--- config.mk ---
export PLATFORM = sky130hd
export DESIGN_NAME = dpram_stream_reader
export DESIGN_NICKNAME = d
export VERILOG_FILES = /design/src/rtl/dpram_stream_reader_pkg.sv /design/src/rtl/dpram_rd_skid_fifo.sv /design/src/rtl/dpram_stream_reader.sv
export SDC_FILE = /design/constraint.sdc
export NUM_CORES = 1
export LEC_CHECK = 0
export CORE_MARGIN = 8
export CORE_UTILIZATION = 40
export CTS_CLUSTER_DIAMETER = 150
export CTS_CLUSTER_SIZE = 24
export DETAILED_ROUTE_END_ITERATION = 8
export GPL_TIMING_DRIVEN = 0
export PLACE_DENSITY = 0.64
export SLEW_MARGIN = 20
export SYNTH_ARGS = -nofsm -noshare
export SYNTH_HDL_FRONTEND = slang
export SYNTH_SLANG_ARGS = --single-unit
--- constraint.sdc ---
create_clock -name clk -period 3 [get_ports clk]
set_input_delay 0.3 -clock clk [delete_from_list [all_inputs] [get_ports clk]]
set_output_delay 0.3 -clock clk [all_outputs]
set_load 0.02 [all_outputs]
--- src/rtl/dpram_stream_reader_pkg.sv ---
// -----------------------------------------------------------------------------
// dpram_stream_reader_pkg
// Shared definitions for the dual-port RAM stream reader:
//   - state_t    : controller states (IDLE / READ / DRAIN / DONE)
//   - fifo_depth : output FIFO depth for a given RAM read latency
// -----------------------------------------------------------------------------
package dpram_stream_reader_pkg;

    typedef enum logic [1:0] {
        ST_IDLE  = 2'd0,
        ST_READ  = 2'd1,
        ST_DRAIN = 2'd2,
        ST_DONE  = 2'd3
    } state_t;

    // Two slots per latency stage plus one: enough to hold every in-flight
    // read plus the presented word, so issue never has to bubble when the
    // consumer keeps m_ready high.
    function automatic int fifo_depth(input int rd_latency);
        return 2 * (rd_latency + 1);
    endfunction

endpackage

--- src/rtl/dpram_rd_skid_fifo.sv ---
// -----------------------------------------------------------------------------
// dpram_rd_skid_fifo
// Synchronous FIFO whose read data comes straight from storage flops.
// Ports:
//   clk, rst_n  clock, asynchronous active-low reset
//   flush       drop all contents at the next edge (wins over wr_en/rd_en)
//   wr_en       push wr_data (caller guarantees the FIFO is not full)
//   wr_data     data to push
//   rd_en       pop the head word if one is present
//   rd_data     head word
//   rd_valid    FIFO not empty
//   count       current occupancy, 0..DEPTH
// -----------------------------------------------------------------------------
module dpram_rd_skid_fifo #(
    parameter int WIDTH = 16,
    parameter int DEPTH = 4,
    parameter int CW    = 3
) (
    input  logic             clk,
    input  logic             rst_n,
    input  logic             flush,
    input  logic             wr_en,
    input  logic [WIDTH-1:0] wr_data,
    input  logic             rd_en,
    output logic [WIDTH-1:0] rd_data,
    output logic             rd_valid,
    output logic [CW-1:0]    count
);

    localparam int PW = (DEPTH > 1) ? $clog2(DEPTH) : 1;

    logic [WIDTH-1:0] mem_q [DEPTH];
    logic [PW-1:0]    wr_ptr_q, wr_ptr_d;
    logic [PW-1:0]    rd_ptr_q, rd_ptr_d;
    logic [CW-1:0]    count_q, count_d;
    logic             do_pop;

    // Depth need not be a power of two, so pointers wrap explicitly.
    function automatic logic [PW-1:0] ptr_inc(input logic [PW-1:0] p);
        return (p == PW'(DEPTH - 1)) ? '0 : p + PW'(1);
    endfunction

    always_comb begin
        do_pop   = rd_en && (count_q != '0);
        wr_ptr_d = wr_ptr_q;
        rd_ptr_d = rd_ptr_q;
        count_d  = count_q;
        if (flush) begin
            wr_ptr_d = '0;
            rd_ptr_d = '0;
            count_d  = '0;
        end else begin
            if (wr_en)  wr_ptr_d = ptr_inc(wr_ptr_q);
            if (do_pop) rd_ptr_d = ptr_inc(rd_ptr_q);
            count_d = count_q + CW'(wr_en) - CW'(do_pop);
        end
    end

    always_ff @(posedge clk or negedge rst_n) begin
        if (!rst_n) begin
            wr_ptr_q <= '0;
            rd_ptr_q <= '0;
            count_q  <= '0;
        end else begin
            wr_ptr_q <= wr_ptr_d;
            rd_ptr_q <= rd_ptr_d;
            count_q  <= count_d;
        end
    end

    // Storage is reset so the head word (and thus m_data) reads 0 after reset.
    always_ff @(posedge clk or negedge rst_n) begin
        if (!rst_n) begin
            for (int i = 0; i < DEPTH; i++) mem_q[i] <= '0;
        end else if (wr_en && !flush) begin
            mem_q[wr_ptr_q] <= wr_data;
        end
    end

    assign rd_data  = mem_q[rd_ptr_q];
    assign rd_valid = (count_q != '0);
    assign count    = count_q;

endmodule

--- src/rtl/dpram_stream_reader.sv ---
// -----------------------------------------------------------------------------
// dpram_stream_reader
// Reads a block of words from the RAM read port and streams them out in
// address order, absorbing the RAM's fixed read latency.
// Ports:
//   clk, rst_n          clock, asynchronous active-low reset
//   start               request pulse, sampled only in IDLE
//   start_addr, length  block start address and word count (0..2^ADDR_WIDTH)
//   abort               cancel the active transfer (READ/DRAIN only)
//   busy, done          state != IDLE / one-cycle completion pulse
//   ram_addr            RAM read address; ram_rd_data returns RD_LATENCY later
//   m_data, m_valid, m_ready, m_last   output stream
//   dbg_state           current controller state
//
// Stream handshake: a word transfers on a cycle where m_valid && m_ready.
// Once m_valid is high, m_data/m_last hold and m_valid stays high until that
// transfer happens; the only exception is abort, which drops m_valid.
// -----------------------------------------------------------------------------
module dpram_stream_reader
    import dpram_stream_reader_pkg::*;
#(
    parameter int ADDR_WIDTH = 10,
    parameter int DATA_WIDTH = 16,
    parameter int RD_LATENCY = 1
) (
    input  logic                  clk,
    input  logic                  rst_n,
    input  logic                  start,
    input  logic [ADDR_WIDTH-1:0] start_addr,
    input  logic [ADDR_WIDTH:0]   length,
    input  logic                  abort,
    output logic                  busy,
    output logic                  done,
    output logic [ADDR_WIDTH-1:0] ram_addr,
    input  logic [DATA_WIDTH-1:0] ram_rd_data,
    output logic [DATA_WIDTH-1:0] m_data,
    output logic                  m_valid,
    input  logic                  m_ready,
    output logic                  m_last,
    output logic [1:0]            dbg_state
);

    localparam int FIFO_DEPTH = fifo_depth(RD_LATENCY);
    localparam int CW         = $clog2(FIFO_DEPTH + 1);
    localparam int CNT_W      = ADDR_WIDTH + 1;

    state_t                state_q, state_d;
    logic [ADDR_WIDTH-1:0] ram_addr_q, ram_addr_d;
    logic [CNT_W-1:0]      issue_left_q, issue_left_d;
    logic [CNT_W-1:0]      out_left_q, out_left_d;
    logic [RD_LATENCY-1:0] sr_q, sr_d;

    logic                  issue, room, handshake, kill, flush;
    logic [CW-1:0]         inflight;
    logic [CW-1:0]         fifo_count;
    logic                  fifo_valid;
    logic [DATA_WIDTH-1:0] fifo_data;

    // Reads already issued but not yet written into the FIFO.
    always_comb begin
        inflight = '0;
        for (int i = 0; i < RD_LATENCY; i++) inflight = inflight + CW'(sr_q[i]);
    end

    // Reserve a FIFO slot for every read in flight so a returning word always
    // has somewhere to land, whatever the consumer does meanwhile.
    assign room      = (int'(fifo_count) + int'(inflight)) < FIFO_DEPTH;
    assign handshake = fifo_valid && m_ready;
    assign kill      = abort && ((state_q == ST_READ) || (state_q == ST_DRAIN));

    always_comb begin
        state_d      = state_q;
        ram_addr_d   = ram_addr_q;
        issue_left_d = issue_left_q;
        out_left_d   = out_left_q;
        flush        = 1'b0;
        issue        = (state_q == ST_READ) && !abort && room;
        // sr_q[k] marks that ram_rd_data is valid k+1 cycles after an issue.
        sr_d         = RD_LATENCY'({sr_q, issue});

        if (handshake) out_left_d = out_left_q - CNT_W'(1);

        case (state_q)
            ST_IDLE: begin
                if (start) begin
                    ram_addr_d   = start_addr;
                    issue_left_d = length;
                    out_left_d   = length;
                    state_d      = (length == '0) ? ST_DONE : ST_READ;
                end
            end
            ST_READ: begin
                if (issue) begin
                    ram_addr_d   = ram_addr_q + ADDR_WIDTH'(1);
                    issue_left_d = issue_left_q - CNT_W'(1);
                    if (issue_left_q == CNT_W'(1)) state_d = ST_DRAIN;
                end
            end
            ST_DRAIN: begin
                if (handshake && m_last) state_d = ST_DONE;
            end
            ST_DONE: state_d = ST_IDLE;
            default: state_d = ST_IDLE;
        endcase

        // Abort discards queued words and any reads still in the RAM pipe.
        if (kill) begin
            state_d      = ST_IDLE;
            flush        = 1'b1;
            sr_d         = '0;
            issue_left_d = '0;
            out_left_d   = '0;
        end
    end

    always_ff @(posedge clk or negedge rst_n) begin
        if (!rst_n) begin
            state_q      <= ST_IDLE;
            ram_addr_q   <= '0;
            issue_left_q <= '0;
            out_left_q   <= '0;
            sr_q         <= '0;
        end else begin
            state_q      <= state_d;
            ram_addr_q   <= ram_addr_d;
            issue_left_q <= issue_left_d;
            out_left_q   <= out_left_d;
            sr_q         <= sr_d;
        end
    end

    dpram_rd_skid_fifo #(
        .WIDTH (DATA_WIDTH),
        .DEPTH (FIFO_DEPTH),
        .CW    (CW)
    ) u_fifo (
        .clk      (clk),
        .rst_n    (rst_n),
        .flush    (flush),
        .wr_en    (sr_q[RD_LATENCY-1]),
        .wr_data  (ram_rd_data),
        .rd_en    (m_ready),
        .rd_data  (fifo_data),
        .rd_valid (fifo_valid),
        .count    (fifo_count)
    );

    assign busy      = (state_q != ST_IDLE);
    assign done      = (state_q == ST_DONE);
    assign ram_addr  = ram_addr_q;
    assign m_data    = fifo_data;
    assign m_valid   = fifo_valid;
    assign m_last    = fifo_valid && (out_left_q == CNT_W'(1));
    assign dbg_state = state_q;

endmodule

==> impl_metrics.ini, run 1 <==
[run_status]
run_status = finished, final reports clean

[setup_path]
worst-setup-path-type = flop to primary output
critical_path_peak_fanout = 10
critical_path.startpoint_type = flop
required_time_at_the_endpoint_of_the_critical_path_ns = 2.70
critical_path_arrival_ns = 2.50
ff2ff_setup_slack_ns = 0.28
crit_path_end_kind = primary output

[power]
portion_of_total_power_attributed_to_combinational_logic_pct = 48.0
sw_frac_of_total_pct = 38.7
largest_vdd_supply_drop_mv = 0.493
pwr-share-seq_pct = 35.4
p_sw_w = 0.00276
power.internal_w = 0.00438
p_per_area_mw_per_mm2 = 1060
p_leak_nw = 2.85
power.clock.fraction_pct = 16.6

[layout]
finalInstanceArea_mm2 = 0.00673
finalNetCount = 616
util_after_layout_pct = 50.6
layout_cell_share_with_drive_strength_beyond_1_pct = 20.2
regArea_mm2 = 0.00265
n_fill_cell = 1164
multi_input_area_mm2 = 0.00263
num_antenna_cells = 0
area_growth_pct = 23.6

[logic_synthesis]
synth_common_cells = 106 x sky130_fd_sc_hd__dfrtp_1, 64 x sky130_fd_sc_hd__mux2_2, 40 x sky130_fd_sc_hd__a21oi_1
synth_cell_types = 54
synthesis.area_mm2 = 0.00545
synth_area_per_cell_um2 = 11.6
synth_enable_flop_cells = 0
ys_ff_latch = 106
synth_ff_type = sky130_fd_sc_hd__dfrtp_1
post-synth-top-area-fraction_pct = 48.7
syn-num-nets = 530
yosysMostFrequentCell = sky130_fd_sc_hd__dfrtp_1
synth_area_leaders = sky130_fd_sc_hd__dfrtp_1 49%, sky130_fd_sc_hd__mux2_2 13%, sky130_fd_sc_hd__mux4_2 6.6%
synth_sequential_area_ratio_pct = 48.7
synthDominantAreaCellType = sky130_fd_sc_hd__dfrtp_1
asyncSetResetFlopFracSynth_pct = 100
ys_warn_count = 0
synthesis.instances = 470

[sta]
finalMaxSlewViolations = 0
final_setup_violation_count = 0
finClkSkew_ns = 0.0111
max_slew.worst_pin.slew_ns = 0.732
rsz0062_at_grt = false
period_minus_slack_ns = 2.80
timing.fmax_mhz = 357
setup_tns_ns = 0
final.period_utilization_pct = 93.3
setup_slack_ns = 0.200
final_hold_violation_count = 0
maxSlewHeadroom_pct = 51.1

[grt]
met3_capacity_usage_during_global_routing_pct = 4.47
grt.met1_usage_pct = 19.7
grt_first_pass_wirelength_um = 22700
initial_antenna_violation_count = 0
first_global_vias = 4443
grt_overflow = 0
grt_max_degree = 55
gr-usage-met2_pct = 26.2
gr-usage-all-layers_pct = 15.8
gr-max-usage-layer = met2

[die]
top_level_ports = 74
die-area_mm2 = 0.0176
die_y_um = 133
initial_utilization_pct = 41.0
die_width_um = 133
fp-row-count = 42
core_area_mm2 = 0.0133

[route]
drt_first_iter_violations = 268
avgViaCountPerCell = 5.60
wl_per_cell_um = 18.4
routed_wl_um = 13500
antenna_left = 0
routed-via-count = 4123
detail_route.first_pass.iterations = 5
post-route-drc-count = 0

[min_path]
hold_path_class = primary input to async pin

[clock_tree]
clock_tree_from_tritoncts = yes
tritoncts_num_sinks = 106
number_of_buffers_added_by_the_clock_tree_synthesis_step = 9
clock_slew_at_reported_path_ffs_ns = 0.07
clock_latency_ns = 0.35
clock_tree.buffer_depth = 2
h-tree-depth = 3
cts_root_buffer = sky130_fd_sc_hd__clkbuf_16
post_cts.repair.setup_buffers = 0

[run]
max_cap_violations = 0

[placement]
placedInstanceArea_mm2 = 0.00643
place_ws_ns = 0.248
place_hpwl_um = 9560
numPortBuffers = 73
gp_congestion = 0.883
[layout make-up]
class,instances,area share [%]
Sequential cell,106,39.4
Multi-Input combinational cell,323,39.1
Timing Repair Buffer,75,11.4
Clock buffer,10,3.40
Tap cell,176,3.27
Buffer,23,1.51
Inverter,18,1.00
Clock inverter,5,0.948
[routing by layer]
metal | up-vias | part of all wire [%]
met2 | 119 | 48
met4 | 0 | 1.2
li1 | 1915 | -
met3 | 10 | 5.9
met5 | - | 0
met1 | 2079 | 45
[power groups by stage]
stage          registers [W]  clock network (W)  logic, W
2_1_floorplan        0.00250                  0   0.00225
3_3_place_gp         0.00250                  0   0.00335
3_5_place_dp         0.00254                  0   0.00344
4_1_cts              0.00252            0.00122   0.00346
5_1_grt              0.00262            0.00128   0.00376
6_report             0.00253            0.00118   0.00343
[registers in the layout (all words and copies together) (netlist names)]
register / count
u_fifo.mem_q: 64
issue_left_q: 11
out_left_q: 11
ram_addr: 10
u_fifo.count: 3
dbg_state: 2
u_fifo.rd_ptr_q: 2
u_fifo.wr_ptr_q: 2
sr_q: 1
[critical path: stages, from the launching register on]
cell and delay [ns]:
sky130_fd_sc_hd__dfrtp_1 0.34, sky130_fd_sc_hd__buf_2 0.31, sky130_fd_sc_hd__buf_2 0.38, sky130_fd_sc_hd__mux4_2 0.57, sky130_fd_sc_hd__clkdlybuf4s50_1 0.56
[stage by stage]
step	hold WS, ns	power, W	std cells
2_1_floorplan	0.00441	0.00475	470
3_3_place_gp	0.481	0.00585	719
3_5_place_dp	0.292	0.00598	720
4_1_cts	0.483	0.00720	736
5_1_grt	0.516	0.00765	736
6_report	0.472	0.00714	736
[logic make-up after synthesis]
| kind of cell | share of synthesized area [%] |
|---|---|
| xor+xnor | 1.45 |
| fa+ha+maj | 4.27 |
| simple gates | 10.7 |
| buf+inv | 3.08 |
| mux | 20.8 |
| flops | 48.7 |
| compound gates | 11.1 |
[cells in the final DEF, fill, tap and decap left out, types with 2 or more instances in the layout]
cell,synthesis,routed
sky130_fd_sc_hd__nand3_1,21,21
sky130_fd_sc_hd__clkbuf_1,12,13
sky130_fd_sc_hd__xor2_1,4,4
sky130_fd_sc_hd__nor2_1,27,27
sky130_fd_sc_hd__and2_1,2,2
sky130_fd_sc_hd__o211ai_1,4,4
sky130_fd_sc_hd__nand3b_1,3,3
sky130_fd_sc_hd__buf_2,8,8
sky130_fd_sc_hd__dfrtp_1,106,106
sky130_fd_sc_hd__or4_4,2,2
sky130_fd_sc_hd__clkbuf_16,0,9
sky130_fd_sc_hd__mux4_2,16,16
sky130_fd_sc_hd__a211oi_1,3,3
sky130_fd_sc_hd__xnor2_1,5,5
sky130_fd_sc_hd__mux2i_1,5,5
sky130_fd_sc_hd__o31a_1,2,2
sky130_fd_sc_hd__a21oi_1,40,40
sky130_fd_sc_hd__clkdlybuf4s50_1,0,72
sky130_fd_sc_hd__or4_1,3,3
sky130_fd_sc_hd__o311ai_0,2,2
sky130_fd_sc_hd__or3_1,3,3
sky130_fd_sc_hd__nor4_1,6,6
sky130_fd_sc_hd__o22ai_1,4,4
sky130_fd_sc_hd__o21ai_0,16,16
sky130_fd_sc_hd__o31ai_1,2,2
sky130_fd_sc_hd__mux2_2,64,64
sky130_fd_sc_hd__o211ai_2,2,2
sky130_fd_sc_hd__nand2_1,30,30
sky130_fd_sc_hd__o2bb2ai_1,2,2
sky130_fd_sc_hd__clkinv_4,0,2
sky130_fd_sc_hd__inv_1,17,17
sky130_fd_sc_hd__nor3_1,9,9
sky130_fd_sc_hd__ha_1,17,17
sky130_fd_sc_hd__o221ai_1,3,3
sky130_fd_sc_hd__and3_1,2,2
sky130_fd_sc_hd__a221o_1,2,2
sky130_fd_sc_hd__nor2b_1,2,2
sky130_fd_sc_hd__nand4_1,3,3
sky130_fd_sc_hd__nand2b_1,2,2
[path summary, 6_finish.rpt]
check | startpoint | endpoint | cells after the start
min in group clk | u_fifo.mem_q[19] | u_fifo.mem_q[19] | 1
max in group asynchronous | rst_n | issue_left_q[3] | 3
max | u_fifo.rd_ptr_q[0] | m_data[14] | 4
min | rst_n | u_fifo.mem_q[52] | 2
max reg2reg | u_fifo.count[1] | u_fifo.count[2] | 9
min reg2reg | u_fifo.mem_q[19] | u_fifo.mem_q[19] | 1
[what timing repair did]
action                                  CTS  global route
hold endpoints to repair                 53             0
endpoints found under the setup margin    0             9
resized for setup                         0             1
hold buffers                              1             0
(Power assumes the default switching activity.)
==> run 2: changes to the inputs <==
==> constraint.sdc (replaced) <==
create_clock -name clk -period 3 [get_ports clk]
set_input_delay 0.45 -clock clk [delete_from_list [all_inputs] [get_ports clk]]
set_output_delay 0.45 -clock clk [all_outputs]
set_load 0.02 [all_outputs]
==> run 2 against run 1 <==
Clock skew hardly changed. Global-route usage hardly changed. Combinational power hardly changed. Maximum frequency is 1.9% lower. Sequential power hardly changed. Cell count is 0.14% lower. Count of clock-buffer cells in the layout stayed put. Sequential share of layout area hardly changed. Largest cell class unchanged.
==> impl_metrics.ini, run 2 (same netlist as run 1, synthesis figures left out) <==
[setup_path]
critical_path.startpoint_type = flop
setup.worst_path.end = m_data[14]
critical_path.startpoint = u_fifo.rd_ptr_q[1]
r2r_end = u_fifo.count[2]
worst-setup-path-type = flop to primary output
ff2ff_setup_slack_ns = 0.28
critical_path_peak_fanout = 10
required_time_at_the_endpoint_of_the_critical_path_ns = 2.55
worst_r2r_startpoint = u_fifo.count[1]
depth_of_the_worst_register_to_register_path = 9
critical_path_arrival_ns = 2.40
crit_path_end_kind = primary output

[placement]
gp_congestion = 0.883
place_hpwl_um = 9560
place_ws_ns = 0.170
numPortBuffers = 73

[clock_tree]
clock_latency_ns = 0.35
cts_hold_buffers = 0
clock_tree.buffer_depth = 2
tritoncts_num_sinks = 106
clock_tree_from_tritoncts = yes
number_of_buffers_added_by_the_clock_tree_synthesis_step = 9
h-tree-depth = 3
cts_root_buffer = sky130_fd_sc_hd__clkbuf_16
clock_slew_at_reported_path_ffs_ns = 0.07
post_cts.repair.setup_buffers = 0

[power]
p_per_area_mw_per_mm2 = 1060
power.internal_w = 0.00439
sw_frac_of_total_pct = 38.6
portion_of_total_power_attributed_to_combinational_logic_pct = 48.1
power.clock.fraction_pct = 16.5
p_sw_w = 0.00275
pwr-share-seq_pct = 35.4
p_leak_nw = 2.85
largest_vdd_supply_drop_mv = 0.494

[grt]
initial_antenna_violation_count = 0
grt_first_pass_wirelength_um = 22700
gr-usage-all-layers_pct = 15.8
first_global_vias = 4438
grt_max_degree = 55
grt_overflow = 0

[die]
die_y_um = 133
die_width_um = 133
initial_utilization_pct = 41.0
fp-row-count = 42
core_area_mm2 = 0.0133
top_level_ports = 74
die-area_mm2 = 0.0176

[route]
post-route-drc-count = 0
antenna_left = 0
detail_route.first_pass.iterations = 5
routed-via-count = 4121
routed_wl_um = 13500
wl_per_cell_um = 18.3
avgViaCountPerCell = 5.61
drt_first_iter_violations = 274

[sta]
timing.fmax_mhz = 351
rsz0062_at_grt = false
maxSlewHeadroom_pct = 51.6
final_hold_violation_count = 0
max_slew.worst_pin.slew_ns = 0.725
setup_slack_ns = 0.147
period_minus_slack_ns = 2.85
final_setup_violation_count = 0
whs_ns = 0.0612
finClkSkew_ns = 0.0115
final.period_utilization_pct = 95.1
finalMaxSlewViolations = 0

[run]
max_cap_violations = 0

[layout]
finalNetCount = 615
layout.cells.most_common = sky130_fd_sc_hd__dfrtp_1
layout_cell_share_with_drive_strength_beyond_1_pct = 20.2
most_frequent_cells_in_the_layout = 106 x sky130_fd_sc_hd__dfrtp_1, 72 x sky130_fd_sc_hd__clkdlybuf4s50_1, 64 x sky130_fd_sc_hd__mux2_2
regArea_mm2 = 0.00265
num_antenna_cells = 0
n_fill_cell = 1167
largest_register = u_fifo.mem_q
area_growth_pct = 23.5
largest_register_ffs = 64
multi_input_area_mm2 = 0.00263
largestRegisters = u_fifo.mem_q (64), issue_left_q (11), out_left_q (11)

[run_status]
run_status = finished, final reports clean

[min_path]
hold_path_class = primary input to async pin
## run 2: changes by cell type in the layout (fill, tap and decap cells not counted)
cell	delta
sky130_fd_sc_hd__buf_4	+1
sky130_fd_sc_hd__clkbuf_4	+1
sky130_fd_sc_hd__clkbuf_2	-1
sky130_fd_sc_hd__dlygate4sd3_1	-1
sky130_fd_sc_hd__buf_2	-1
## run 2: final cells by class
cell class / instances / area share, %
Clock buffer: 10 / 3.40
Inverter: 18 / 1.00
Sequential cell: 106 / 39.4
Buffer: 23 / 1.58
Tap cell: 176 / 3.27
Clock inverter: 5 / 0.948
Timing Repair Buffer: 74 / 11.3
Multi-Input combinational cell: 323 / 39.1
## run 2: worst min-delay path by stage
stage                startpoint               end  slack, ns
3_3_place_gp   u_fifo.mem_q[29]  u_fifo.mem_q[29]       0.48
3_5_place_dp              rst_n  u_fifo.mem_q[52]       0.44
5_1_grt                   rst_n  u_fifo.mem_q[52]       0.08
6_report                  rst_n  u_fifo.mem_q[52]       0.06
2_1_floorplan             rst_n      dbg_state[0]       0.15
4_1_cts                   rst_n  u_fifo.mem_q[52]       0.06
## run 2: power groups by stage
stage	sequential (W)	combinational [W]	clock (W)
detailed placement	0.00254	0.00344	0
CTS	0.00252	0.00346	0.00122
floorplan	0.00250	0.00225	0
global route	0.00262	0.00376	0.00128
finish	0.00253	0.00343	0.00118
global placement	0.00250	0.00335	0
## run 2: critical path, stage by stage, from the launching register on
cell and delay [ns]:
sky130_fd_sc_hd__dfrtp_1 0.35, sky130_fd_sc_hd__clkbuf_1 0.41, sky130_fd_sc_hd__buf_2 0.38, sky130_fd_sc_hd__mux4_2 0.37, sky130_fd_sc_hd__clkdlybuf4s50_1 0.56
## run 2: repair_timing
item,4_1_cts,5_1_grt
resized for setup,2,1
cloned,0,0
setup endpoints to repair,9,1
## run 2: metal layers
layer  GRT usage [%]  up-vias  part of all wire, %
li1                -     1910                    -
met2            26.1      123                   48
met3            4.50       11                  6.3
met4            4.67        0                 0.95
met5               0        -                    0
met1            19.7     2077                   45
## run 2: stage by stage
| step | power, W | cells | area [um^2] | utilization (%) | TNS [ns] |
|---|---|---|---|---|---|
| global placement | 0.00585 | 719 | 6400 | 48.1 | -266.02 |
| global route | 0.00766 | 735 | 6730 | 50.6 | 0 |
| finish | 0.00714 | 735 | 6730 | 50.6 | 0 |
| detailed placement | 0.00598 | 720 | 6430 | 48.4 | 0 |
| CTS | 0.00720 | 735 | 6730 | 50.6 | 0 |
| floorplan | 0.00475 | 470 | 5450 | - | 0 |
